<file path="src/rtl/retospect_cfg_loader.sv">
// Byte-wide valid/ready loader that serialises configuration bytes LSB-first into the CNB shift chain.
// Define RETOSPECT_CFG_CRC_EN to require and check a trailing CRC-8 (poly 0x07, init 0x00) byte.
module retospect_cfg_loader #(
   parameter int unsigned CHAIN_BITS = 684
) (
   input  logic       clk,
   input  logic       reset,
   input  logic       start,
   input  logic       abort,
   input  logic [7:0] byte_in,
   input  logic       byte_valid,
   output logic       byte_ready,
   output logic       config_en,
   output logic       bs_out,
   output logic       busy,
   output logic       done,
   output logic       error
);

   localparam int unsigned      CNT_W    = $clog2(CHAIN_BITS + 1);
   localparam logic [CNT_W-1:0] LAST_CNT = CNT_W'(CHAIN_BITS);

   typedef enum logic [2:0] {
      S_IDLE,
      S_WAIT_BYTE,
      S_SHIFT,
`ifdef RETOSPECT_CFG_CRC_EN
      S_WAIT_CRC,
`endif
      S_DONE
   } state_t;

   state_t           state_q, state_d;
   logic [7:0]       sr_q, sr_d;
   logic [CNT_W-1:0] cnt_q, cnt_d;
   logic [CNT_W-1:0] cnt_inc;
   logic [2:0]       sub_q, sub_d;

   always_ff @(posedge clk or posedge reset) begin
      if (reset) begin
         state_q <= S_IDLE;
         sr_q    <= '0;
         cnt_q   <= '0;
         sub_q   <= '0;
      end else begin
         state_q <= state_d;
         sr_q    <= sr_d;
         cnt_q   <= cnt_d;
         sub_q   <= sub_d;
      end
   end

   always_comb begin
      state_d = state_q;
      sr_d    = sr_q;
      cnt_d   = cnt_q;
      sub_d   = sub_q;
      cnt_inc = cnt_q + CNT_W'(1);
      case (state_q)
         S_IDLE: begin
            if (start) begin
               cnt_d   = '0;
               state_d = S_WAIT_BYTE;
            end
         end
         S_WAIT_BYTE: begin
            if (byte_valid) begin
               sr_d    = byte_in;
               sub_d   = '0;
               state_d = S_SHIFT;
            end
         end
         S_SHIFT: begin
            sr_d  = {1'b0, sr_q[7:1]};
            cnt_d = cnt_inc;
            sub_d = sub_q + 3'd1;
            // Chain length wins over byte boundary: leftover bits of the final byte are dropped.
            if (cnt_inc == LAST_CNT) begin
`ifdef RETOSPECT_CFG_CRC_EN
               state_d = S_WAIT_CRC;
`else
               state_d = S_DONE;
`endif
            end else if (sub_q == 3'd7) begin
               state_d = S_WAIT_BYTE;
            end
         end
`ifdef RETOSPECT_CFG_CRC_EN
         S_WAIT_CRC: begin
            if (byte_valid) begin
               state_d = S_DONE;
            end
         end
`endif
         S_DONE: begin
            state_d = S_IDLE;
         end
         default: begin
            state_d = S_IDLE;
         end
      endcase
      if (abort) begin
         state_d = S_IDLE;
      end
   end

`ifdef RETOSPECT_CFG_CRC_EN
   logic [7:0] crc_q, crc_d;
   logic       error_q, error_d;

   always_ff @(posedge clk or posedge reset) begin
      if (reset) begin
         crc_q   <= '0;
         error_q <= 1'b0;
      end else begin
         crc_q   <= crc_d;
         error_q <= error_d;
      end
   end

   always_comb begin
      crc_d   = crc_q;
      error_d = error_q;
      if (state_q == S_IDLE && start && !abort) begin
         crc_d   = '0;
         error_d = 1'b0;
      end else if (state_q == S_SHIFT) begin
         crc_d = {crc_q[6:0], 1'b0} ^ ((crc_q[7] ^ sr_q[0]) ? 8'h07 : 8'h00);
      end else if (state_q == S_WAIT_CRC && byte_valid && !abort && byte_in != crc_q) begin
         error_d = 1'b1;
      end
   end

   assign error = error_q;
`else
   assign error = 1'b0;
`endif

   always_comb begin
      byte_ready = (state_q == S_WAIT_BYTE);
`ifdef RETOSPECT_CFG_CRC_EN
      byte_ready = byte_ready | (state_q == S_WAIT_CRC);
`endif
      config_en = (state_q == S_SHIFT);
      bs_out    = (state_q == S_SHIFT) & sr_q[0];
      busy      = (state_q != S_IDLE);
      done      = (state_q == S_DONE);
   end

endmodule

</file>
<file path="config.mk">
export PLATFORM = sky130hd
export DESIGN_NAME = retospect_cfg_loader
export DESIGN_NICKNAME = d
export VERILOG_FILES = /design/src/rtl/retospect_cfg_loader.sv
export SDC_FILE = /design/constraint.sdc
export NUM_CORES = 1
export LEC_CHECK = 0
export ABC_AREA = 1
export ABC_CLOCK_PERIOD_IN_PS = 3420
export BUFFER_PORTS_ARGS = -buffer_cell sky130_fd_sc_hd__buf_2
export CORE_ASPECT_RATIO = 0.8
export CORE_MARGIN = 2
export CORE_UTILIZATION = 40
export CTS_CLUSTER_SIZE = 8
export DETAILED_ROUTE_END_ITERATION = 16
export PLACE_DENSITY_LB_ADDON = 0.25
export SLEW_MARGIN = 10
export SYNTH_ARGS = -nofsm -noshare
export SYNTH_HDL_FRONTEND = slang
export SYNTH_SLANG_ARGS = --single-unit
</file>
<file path="constraint.sdc">
create_clock -name clk -period 3.42 [get_ports clk]
set_input_delay 0.513 -clock clk [delete_from_list [all_inputs] [get_ports clk]]
set_output_delay 0.513 -clock clk [all_outputs]
set_load 0.005 [all_outputs]
</file>
==> results.ini <==
[outcome]
status = complete, no violations

[worst_setup_path]
crit_fanout = 9
criticalPathCategory = flip-flop to primary output
reg2reg_depth = 11
cp.required_ps = 2910
cp-end-kind = primary output
startpoint_type = flip-flop
worstPathArrival_ps = 1530

[pwr]
p_leak_nw = 0.729
vdd_drop_max_v = 0.000412
power_density_nw_per_um2 = 566
switching_share_pct = 36.4
combPwrFrac_pct = 32.9
power.share.clock_pct = 19.6
p_switching_mw = 0.306
internal-power_mw = 0.533
power.total_mw = 0.839
seq_power_share_pct = 47.5

[layout]
fin_nets = 206
area_growth_pct = 12.4
layout_common_cells = nand2_1 (38), inv_1 (30), dfrtp_1 (23), buf_2 (17), nand3_1 (14)
drive_gt1_share_pct = 18.5
n_antenna_cell = 0
layout_commonest_cell = nand2_1
seq_area_um2 = 576
utilization_pct = 47.7
multi_input_area_um2 = 597
fill_cells = 303

[clock_tree]
htreeDepth = 1
post_cts_buffers = 0
clock_path_buffers = 2
hold_buffers = 0
post_cts_resized = 0
clock-root-buffer = clkbuf_8
clkLatencyLatePin_ps = 260
cts_tree = done
numCtsBuffers = 3
path_clk_slew_ps = 80
cts_num_sinks = 23

[min_path]
min_path_type = input port to async pin

[synthesis]
ys_types = 27
yosysTopAreaCellShare_pct = 43.7
ys_seq_area_share_pct = 43.7
synth_top_area_cell = dfrtp_1
avgSynthCellArea_um2 = 7.70
yosys_register_bits = 23
syn_inst = 171
syn_area_um2 = 1320
synth_nets = 187
ys_warn_count = 0
synth_area_leaders = dfrtp_1 (44%), nand2_1 (11%), inv_1 (8.5%)

[die]
core_area_um2 = 3110
die_w_um = 68.2
die_h_um = 55.3
rows = 18
start_util_pct = 42.4
ioPinCount = 19
dieArea_um2 = 3770

[timing]
finalClockSkew_ps = 2.96
timing.fmax_mhz = 490
finalSetupTns_ps = 0
grt_setup_unrepaired = false
worstMarginPinSlew_ps = 843
hold_viol_final = 0
max-slew-margin-rel_pct = 43.7
period_minus_slack_ps = 2040
finalSetupViolations = 0
timing.hold.ws_ps = 409
slew_viol_final = 0
min_period_over_period_pct = 59.7

[placed_design]
hpwl_mm = 1.95
gp_congestion = 0.905
numPortBuffers = 17

[grt]
grt_pass1_wl_mm = 4.55
grt_max_degree = 24
grt_pass1_vias = 1011
grtUsageTotal_pct = 15.3
grt-ovfl-total = 0
antenna_found_initial = 0

[route]
wirelength_mm = 2.50
dr.pass1.iters = 4
drc = 0
via_per_inst = 4.85
vias = 1111
dr.first_iter.drc_count = 68
ant_nets = 0
wl_per_cell_um = 10.9

[flow_run]
max-cap-violations = 0

## cells in the mapped netlist, drive strengths merged
cell type,number
dfrtp,23
o21ai,15
nand3,15
a22o,1
a21oi,5
xor2,1
conb,1
o21bai,2
o31ai,1
buf,4
nor3,1
nand2,41
ha,3
o22ai,3
nor2,14
inv,32
nand4,2
o211ai,7
## metrics by stage
stage	setup WS (ps)	instances	instance area, µm²
after global placement	1660	225	1440
after floorplan	1860	171	1320
final	1380	229	1480
after global routing	1220	229	1480
after CTS	1360	229	1480
after detailed placement	1660	225	1440
## registers in the layout (all words and copies together), names as in the netlist
name,cells
state_q,2
sub_q,3
sr_q,8
cnt_q,10
## logic make-up (layout without fill, tap and decap cells)
family / after synthesis / after routing / synth area share [%]
simple gates: 73 / 73 / 25.0
buf+inv: 36 / 54 / 11.0
compound gates: 34 / 34 / 16.5
flops: 23 / 23 / 43.7
fa+ha+maj: 3 / 3 / 2.85
other cells: 1 / 1 / 0.285
xor+xnor: 1 / 1 / 0.665
## layout make-up
cell class | count | area share, %
Clock inverter | 1 | 0.338
Tap cell | 40 | 3.38
Sequential cell | 23 | 38.9
Multi-Input combinational cell | 112 | 40.3
Timing Repair Buffer | 18 | 6.25
Inverter | 32 | 8.11
Clock buffer | 3 | 2.79
## critical path, stage by stage (launching register included)
cell,delay (ps)
dfrtp_1,420
inv_1,120
nor2_2,340
inv_2,160
nor2_1,120
buf_2,120
## worst paths after layout
kind | end | from | slack [ps]
setup / recovery | bs_out | state_q[1]$_DFFE_PP0P_ | 1380
min in group clk | sub_q[0]$_DFFE_PP0P_ | sub_q[0]$_DFFE_PP0P_ | 480
hold / removal | cnt_q[9]$_DFFE_PP0P_ | reset | 410
max in group asynchronous | sr_q[6]$_DFFE_PP0P_ | reset | 2490
hold reg to reg | sub_q[0]$_DFFE_PP0P_ | sub_q[0]$_DFFE_PP0P_ | 480
setup reg to reg | state_q[1]$_DFFE_PP0P_ | cnt_q[0]$_DFFE_PP0P_ | 1720
## metal layers
layer | routed length (µm) | up-vias | part of all wire [%] | track usage, %
met5 | 0 | - | 0 | 0
met4 | 0 | 0 | 0 | 0.857
met3 | 172 | 0 | 6.9 | 4.28
met2 | 1010 | 32 | 40 | 21.4
met1 | 1320 | 492 | 53 | 24.6
li1 | - | 587 | - | -
## power groups by stage
| stage | Sequential (mW) | Combinational (mW) | Clock (mW) |
|---|---|---|---|
| after floorplan | 0.392 | 0.217 | 0 |
| after global placement | 0.400 | 0.271 | 0 |
| after detailed placement | 0.404 | 0.277 | 0 |
| after CTS | 0.398 | 0.280 | 0.171 |
| after global routing | 0.410 | 0.325 | 0.187 |
| final | 0.398 | 0.276 | 0.164 |
Power figures use the tool's default switching activity.
